[config.mk]
export PLATFORM = sky130hd
export DESIGN_NAME = mc_control_unit
export DESIGN_NICKNAME = d
export VERILOG_FILES = /design/src/rtl/mc_control_unit_pkg.sv /design/src/rtl/mc_opcode_decode.sv /design/src/rtl/mc_control_unit.sv
export SDC_FILE = /design/constraint.sdc
export NUM_CORES = 1
export LEC_CHECK = 0
export ABC_AREA = 1
export BUFFER_PORTS_ARGS = -buffer_cell sky130_fd_sc_hd__buf_2
export CAP_MARGIN = 10
export CORE_MARGIN = 4
export CORE_UTILIZATION = 45
export CTS_CLUSTER_SIZE = 12
export DETAILED_ROUTE_END_ITERATION = 12
export HOLD_SLACK_MARGIN = 0.03
export PLACE_DENSITY_LB_ADDON = 0.1
export SLEW_MARGIN = 40
export SYNTH_ARGS = -nofsm -noshare
export SYNTH_HDL_FRONTEND = slang
export SYNTH_HIERARCHICAL = 1
export SYNTH_SLANG_ARGS = --single-unit
[constraint.sdc]
create_clock -name clk -period 2.6 [get_ports clk]
set_clock_uncertainty 0.05 [all_clocks]
set_input_delay 0.26 -clock clk [delete_from_list [all_inputs] [get_ports clk]]
set_output_delay 0.26 -clock clk [all_outputs]
set_load 0.1 [all_outputs]
[src/rtl/mc_control_unit_pkg.sv]
// Shared definitions for the multi-cycle MIPS control unit: state encodings,
// opcode constants, datapath select codes and the control-word payload.
package mc_control_unit_pkg;

   typedef enum logic [3:0] {
      S_IF,
      S_ID,
      S_EXE_R,
      S_EXE_I,
      S_EXE_M,
      S_EXE_BR,
      S_EXE_J,
      S_MEM_RD,
      S_MEM_WR,
      S_WB_R,
      S_WB_I,
      S_WB_LD,
      S_HALT
   } state_e;

   typedef enum logic [3:0] {
      OPC_R,
      OPC_I_ARITH,
      OPC_LW,
      OPC_SW,
      OPC_BEQ,
      OPC_BNE,
      OPC_J,
      OPC_HALT,
      OPC_ILLEGAL
   } op_class_e;

   localparam logic [5:0] OP_RTYPE = 6'b000000;
   localparam logic [5:0] OP_ADDI  = 6'b001000;
   localparam logic [5:0] OP_ORI   = 6'b001101;
   localparam logic [5:0] OP_LW    = 6'b100011;
   localparam logic [5:0] OP_SW    = 6'b101011;
   localparam logic [5:0] OP_BEQ   = 6'b000100;
   localparam logic [5:0] OP_BNE   = 6'b000101;
   localparam logic [5:0] OP_J     = 6'b000010;

   localparam logic [1:0] PC_SRC_ALU    = 2'b00;
   localparam logic [1:0] PC_SRC_BRANCH = 2'b01;
   localparam logic [1:0] PC_SRC_JUMP   = 2'b10;

   localparam logic [1:0] ALU_B_REG     = 2'b00;
   localparam logic [1:0] ALU_B_FOUR    = 2'b01;
   localparam logic [1:0] ALU_B_SEXT    = 2'b10;
   localparam logic [1:0] ALU_B_SEXT_SH = 2'b11;

   localparam logic [1:0] ALU_OP_ADD   = 2'b00;
   localparam logic [1:0] ALU_OP_SUB   = 2'b01;
   localparam logic [1:0] ALU_OP_FUNCT = 2'b10;
   localparam logic [1:0] ALU_OP_OR    = 2'b11;

   typedef struct packed {
      logic       pc_write;
      logic [1:0] pc_src;
      logic       ir_write;
      logic       mem_read;
      logic       mem_write;
      logic       i_or_d;
      logic       alu_src_a;
      logic [1:0] alu_src_b;
      logic [1:0] alu_op;
      logic       reg_dst;
      logic       wb_src;
      logic       reg_write;
      logic       instr_done;
      logic       illegal_op;
      logic       halted;
   } ctrl_t;

endpackage

[src/rtl/mc_opcode_decode.sv]
// Combinational classification of the IR opcode field into instruction classes.
module mc_opcode_decode
   import mc_control_unit_pkg::*;
#(
   parameter logic [5:0] HALT_OPCODE = 6'b111111
) (
   input  logic [5:0] opcode,
   output op_class_e  op_class
);

   // Architected opcodes win over a halt opcode configured onto one of them.
   always_comb begin
      op_class = OPC_ILLEGAL;
      case (opcode)
         OP_RTYPE:        op_class = OPC_R;
         OP_ADDI, OP_ORI: op_class = OPC_I_ARITH;
         OP_LW:           op_class = OPC_LW;
         OP_SW:           op_class = OPC_SW;
         OP_BEQ:          op_class = OPC_BEQ;
         OP_BNE:          op_class = OPC_BNE;
         OP_J:            op_class = OPC_J;
         default:         op_class = (opcode == HALT_OPCODE) ? OPC_HALT : OPC_ILLEGAL;
      endcase
   end

endmodule

[src/rtl/mc_control_unit.sv]
// Multi-cycle MIPS control FSM with cycle/retired-instruction counters.
// Optional memory handshake stalls enabled by defining MC_CTRL_STALL_EN.
module mc_control_unit
   import mc_control_unit_pkg::*;
#(
   parameter int unsigned CNT_W       = 32,
   parameter logic [5:0]  HALT_OPCODE = 6'b111111
) (
   input  logic             clk,
   input  logic             reset,
   input  logic [5:0]       opcode,
   input  logic             zero,
   input  logic             mem_ready,
   output logic             pc_write,
   output logic [1:0]       pc_src,
   output logic             ir_write,
   output logic             mem_read,
   output logic             mem_write,
   output logic             i_or_d,
   output logic             alu_src_a,
   output logic [1:0]       alu_src_b,
   output logic [1:0]       alu_op,
   output logic             reg_dst,
   output logic             wb_src,
   output logic             reg_write,
   output logic             instr_done,
   output logic             illegal_op,
   output logic             halted,
   output logic [CNT_W-1:0] cycle_cnt,
   output logic [CNT_W-1:0] instr_cnt
);

   state_e    state_q, state_d;
   op_class_e id_class, class_q;
   logic      ori_q;
   logic      mem_ok;
   ctrl_t     ctrl_raw, ctrl;

`ifdef MC_CTRL_STALL_EN
   assign mem_ok = mem_ready;
`else
   logic unused_mem_ready;
   assign unused_mem_ready = mem_ready;
   assign mem_ok           = 1'b1;
`endif

   mc_opcode_decode #(
      .HALT_OPCODE (HALT_OPCODE)
   ) u_opcode_decode (
      .opcode   (opcode),
      .op_class (id_class)
   );

   // State, latched instruction class and counters.
   always_ff @(posedge clk) begin
      if (reset) begin
         state_q   <= S_IF;
         class_q   <= OPC_ILLEGAL;
         ori_q     <= 1'b0;
         cycle_cnt <= '0;
         instr_cnt <= '0;
      end else begin
         state_q <= state_d;
         if (state_q == S_ID) begin
            class_q <= id_class;
            ori_q   <= (opcode == OP_ORI);
         end
         if (state_q != S_HALT)
            cycle_cnt <= cycle_cnt + CNT_W'(1);
         if (ctrl_raw.instr_done)
            instr_cnt <= instr_cnt + CNT_W'(1);
      end
   end

   // Next-state and Moore control decode.
   always_comb begin
      state_d  = state_q;
      ctrl_raw = '0;
      case (state_q)
         S_IF: begin
            ctrl_raw.mem_read  = 1'b1;
            ctrl_raw.alu_src_b = ALU_B_FOUR;
            ctrl_raw.pc_src    = PC_SRC_ALU;
            ctrl_raw.ir_write  = mem_ok;
            ctrl_raw.pc_write  = mem_ok;
            if (mem_ok)
               state_d = S_ID;
         end
         S_ID: begin
            ctrl_raw.alu_src_b = ALU_B_SEXT_SH;
            case (id_class)
               OPC_R:            state_d = S_EXE_R;
               OPC_I_ARITH:      state_d = S_EXE_I;
               OPC_LW, OPC_SW:   state_d = S_EXE_M;
               OPC_BEQ, OPC_BNE: state_d = S_EXE_BR;
               OPC_J:            state_d = S_EXE_J;
               OPC_HALT:         state_d = S_HALT;
               default: begin
                  ctrl_raw.illegal_op = 1'b1;
                  ctrl_raw.instr_done = 1'b1;
                  state_d             = S_IF;
               end
            endcase
         end
         S_EXE_R: begin
            ctrl_raw.alu_src_a = 1'b1;
            ctrl_raw.alu_op    = ALU_OP_FUNCT;
            state_d            = S_WB_R;
         end
         S_EXE_I: begin
            ctrl_raw.alu_src_a = 1'b1;
            ctrl_raw.alu_src_b = ALU_B_SEXT;
            ctrl_raw.alu_op    = ori_q ? ALU_OP_OR : ALU_OP_ADD;
            state_d            = S_WB_I;
         end
         S_EXE_M: begin
            ctrl_raw.alu_src_a = 1'b1;
            ctrl_raw.alu_src_b = ALU_B_SEXT;
            state_d            = (class_q == OPC_SW) ? S_MEM_WR : S_MEM_RD;
         end
         S_EXE_BR: begin
            ctrl_raw.alu_src_a  = 1'b1;
            ctrl_raw.alu_op     = ALU_OP_SUB;
            ctrl_raw.pc_src     = PC_SRC_BRANCH;
            ctrl_raw.pc_write   = (class_q == OPC_BEQ) ? zero : ~zero;
            ctrl_raw.instr_done = 1'b1;
            state_d             = S_IF;
         end
         S_EXE_J: begin
            ctrl_raw.pc_write   = 1'b1;
            ctrl_raw.pc_src     = PC_SRC_JUMP;
            ctrl_raw.instr_done = 1'b1;
            state_d             = S_IF;
         end
         S_MEM_RD: begin
            ctrl_raw.mem_read = 1'b1;
            ctrl_raw.i_or_d   = 1'b1;
            if (mem_ok)
               state_d = S_WB_LD;
         end
         S_MEM_WR: begin
            ctrl_raw.mem_write  = 1'b1;
            ctrl_raw.i_or_d     = 1'b1;
            ctrl_raw.instr_done = mem_ok;
            if (mem_ok)
               state_d = S_IF;
         end
         S_WB_R: begin
            ctrl_raw.reg_write  = 1'b1;
            ctrl_raw.reg_dst    = 1'b1;
            ctrl_raw.instr_done = 1'b1;
            state_d             = S_IF;
         end
         S_WB_I: begin
            ctrl_raw.reg_write  = 1'b1;
            ctrl_raw.instr_done = 1'b1;
            state_d             = S_IF;
         end
         S_WB_LD: begin
            ctrl_raw.reg_write  = 1'b1;
            ctrl_raw.wb_src     = 1'b1;
            ctrl_raw.instr_done = 1'b1;
            state_d             = S_IF;
         end
         S_HALT: begin
            ctrl_raw.halted = 1'b1;
         end
         default: begin
            state_d = S_IF;
         end
      endcase
   end

   // Reset masks every strobe at once so an abandoned instruction cannot write.
   assign ctrl = reset ? '0 : ctrl_raw;

   assign pc_write   = ctrl.pc_write;
   assign pc_src     = ctrl.pc_src;
   assign ir_write   = ctrl.ir_write;
   assign mem_read   = ctrl.mem_read;
   assign mem_write  = ctrl.mem_write;
   assign i_or_d     = ctrl.i_or_d;
   assign alu_src_a  = ctrl.alu_src_a;
   assign alu_src_b  = ctrl.alu_src_b;
   assign alu_op     = ctrl.alu_op;
   assign reg_dst    = ctrl.reg_dst;
   assign wb_src     = ctrl.wb_src;
   assign reg_write  = ctrl.reg_write;
   assign instr_done = ctrl.instr_done;
   assign illegal_op = ctrl.illegal_op;
   assign halted     = ctrl.halted;

endmodule

==> impl_results.md <==
- Status: finished clean
- Cell chosen for the clock root: clkbuf_8
- Clk pin slew, worst setup/hold paths: 0.07 ns
- Antenna fix cells: 0
- First-pass GRT wire length: 19500 microns
- Core area: 9420 sq um
- Max_cap viols: 0
- Leading area contributor after synthesis: dfxtp_1
- Die H: 107 microns
- Area growth syn-to-layout: 17.8%
- PostCTS Resize Cnt: 0
- Most common cell after layout, fill and taps aside: nand2_1
- Die area: 11500 sq um
- I/O pin cnt: 92
- CP max-delay cell: buf_2
- Synth unique cells: 30
- Ys async rst share: 0%
- Gr ovfl total: 0
- Via density: between 4 and 5
- Cell Area, Synth: 4430 sq um
- Input/output buffers: 90
- Clock sinks: 73
- VDD IR max: 258 uV
- WS Path Type: register to primary output
- Clock buffer depth: 2
- Leak: 0.00242 uW
- Die W: 107 microns
- Routed Wire Length: 11500 microns
- Cell count after synthesis: 752
- Fillcell total: 994
- Hold Fails Final Rpt: 0
- Pwr/cell area: 448 nW/um^2
- Slew HR: 64.1%
- Combinational Power Share: 13.5%
- H-tree Lvls: 3
- CP Data Required Time: approximately 2.3 ns
- Int Power: roughly 1700 uW
- Final setup vio count: 0
- Hold_buf cts: 0
- Post-synth EDFFs: 0
- Post-synthesis net count: 764
- Setup TNS: 0 ns
- Net Sw Frac: 28.8%
- Multi-input gate area: between 2000 and 2500 sq um
- Sequential power share: 48.9%
- Top FF cell, synth: dfxtp_1
- Fin crit share: ~90%
- Synth area leaders: dfxtp_1 (33%), nand2_1 (16%), nor2_1 (14%)
- Drt pass-1 iters: 5
- Slew Limit Fails: 0
- Mean routed wirelength per cell: 11.8 microns
- Crit path max fanout: 16
- Synth top area share: 33.0%
- Synth Register Bits: 73
- Startpoint Class: register
- Register area share after synthesis: about a third
- Initial DRC count: approximately 240
- Proportion of layout cells with a drive suffix above 1: 15.2%
- Drc violations: 0
- Crit-path cells: nor2_2, nand2_1, nor2_1, buf_2
- # nets final: 854
- CTS tree: yes
- Total Routing Usage GR: 20.4%
- Ys Warns: 6
- Reg area: 1460 sq um
- P_sw: 674 uW
- Vias in the first global route: 4409
- Avg Inst Size Synth: 5.89 sq um
- Hold WS: 0.195 ns
- Pin count of the biggest net entering global routing: 58
- Fin crit period: about 2.3 ns
- Clk network pwr share: 37.6%
- Starting Density: 47.1%
- Class of the worst hold path: input pin to register
- Std cell rows: 35
- Worst EP arrival: 2.03 ns
- Critical path capture point type: primary output
- Clk_lat worst skew: approximately 0.34 ns
- Vias after detailed routing: 4837
- Post-CTS setup buffer count: 0
- Routability cong.: approximately 0.85
- CTS buffer count: 9
- Post-DRT Antenna Nets: 0
- Worst-margin pin slew: 0.537 ns
- Slowest cell delay on critical path: 0.45 ns
- Fmax: roughly 430 MHz
- Most frequent cells in the layout: nand2_1 (193), nor2_1 (159), inv_1 (110)
- RSZ-0062 raised after global routing: no
- DPL Wire Length: 8740 microns
- Initial antenna violation count: 0
## sequential cells by signal, summed over array words and instances (netlist names)
name       count
class_q        4
ori_q          1
instr_cnt     32
cycle_cnt     32
state_q        4
## cells in the mapped netlist (all sizes together), types with 2 or more instances
cell / n
o21ai: 16
a21oi: 43
nor3: 7
nand2: 194
dfxtp: 73
nand3: 74
buf: 10
nor2: 170
inv: 111
ha: 2
nand4: 28
o211ai: 3
clkbuf: 7
a31oi: 3
nand3b: 4
xor2: 3
## cell families after synthesis
| group | synth area share [%] |
|---|---|
| AND/OR/NAND/NOR | 45.9 |
| buffers and inverters | 11.8 |
| flip-flops | 33.0 |
| AO/OA/AOI/OAI | 7.96 |
| XOR/XNOR | 0.791 |
| adder cells (fa/ha/maj) | 0.565 |
## power groups by stage
stage / logic (uW) / clock network [uW] / registers, uW
6_report: 316 / 879 / 1140
5_1_grt: 341 / 954 / 1150
4_1_cts: 317 / 912 / 1140
3_5_place_dp: 316 / 0 / 1170
3_3_place_gp: 312 / 0 / 1170
2_1_floorplan: 212 / 0 / 1220
## worst max-delay path, delay by kind of cell (launching register included)
family | cells | cell delay, ns
simple gates | 3 | 0.88
buf+inv | 1 | 0.45
flops | 1 | 0.37
## layout make-up
| cell class | count | share of cell area, % |
|---|---|---|
| Inverter | 112 | 8.05 |
| Multi-Input combinational cell | 550 | 47.5 |
| Sequential cell | 73 | 28.0 |
| Clock inverter | 3 | 0.767 |
| Tap cell | 129 | 3.09 |
| Clock buffer | 13 | 2.85 |
| Timing Repair Buffer | 96 | 9.73 |
## layer usage
layer | GRT usage (%) | vias to the layer above | wire (microns)
met2 | 36.8 | 102 | 5580
li1 | - | 2551 | -
met4 | 4.02 | 0 | 106
met3 | 4.76 | 9 | 548
met5 | 0 | - | 0
met1 | 24.6 | 2175 | 5270
## stage by stage
stage | cell area, sq um | setup WS (ns) | total power (uW) | util [%] | cells
final | 5220 | 0.256 | 2340 | 55.5 | 976
after global routing | 5220 | 0.0885 | 2440 | 55.5 | 976
after CTS | 5220 | 0.215 | 2370 | 55.5 | 976
after detailed placement | 5030 | 0.430 | 1490 | 53.4 | 960
after global placement | 5030 | 0.483 | 1480 | 53.4 | 960
after floorplan | 4470 | -0.569 | 1430 | - | 752
## path summary, 6_finish.rpt
path / startpoint / to / slack (ns) / cells after the start
worst max-delay path: state_q[0] / halted / 0.26 / 4
worst min-delay path: opcode[0] / ori_q / 0.19 / 3
worst min register to register: cycle_cnt[8] / cycle_cnt[8] / 0.44 / 2
worst max register to register: state_q[1] / cycle_cnt[20] / 0.65 / 7
(Power assumes the default switching activity.)
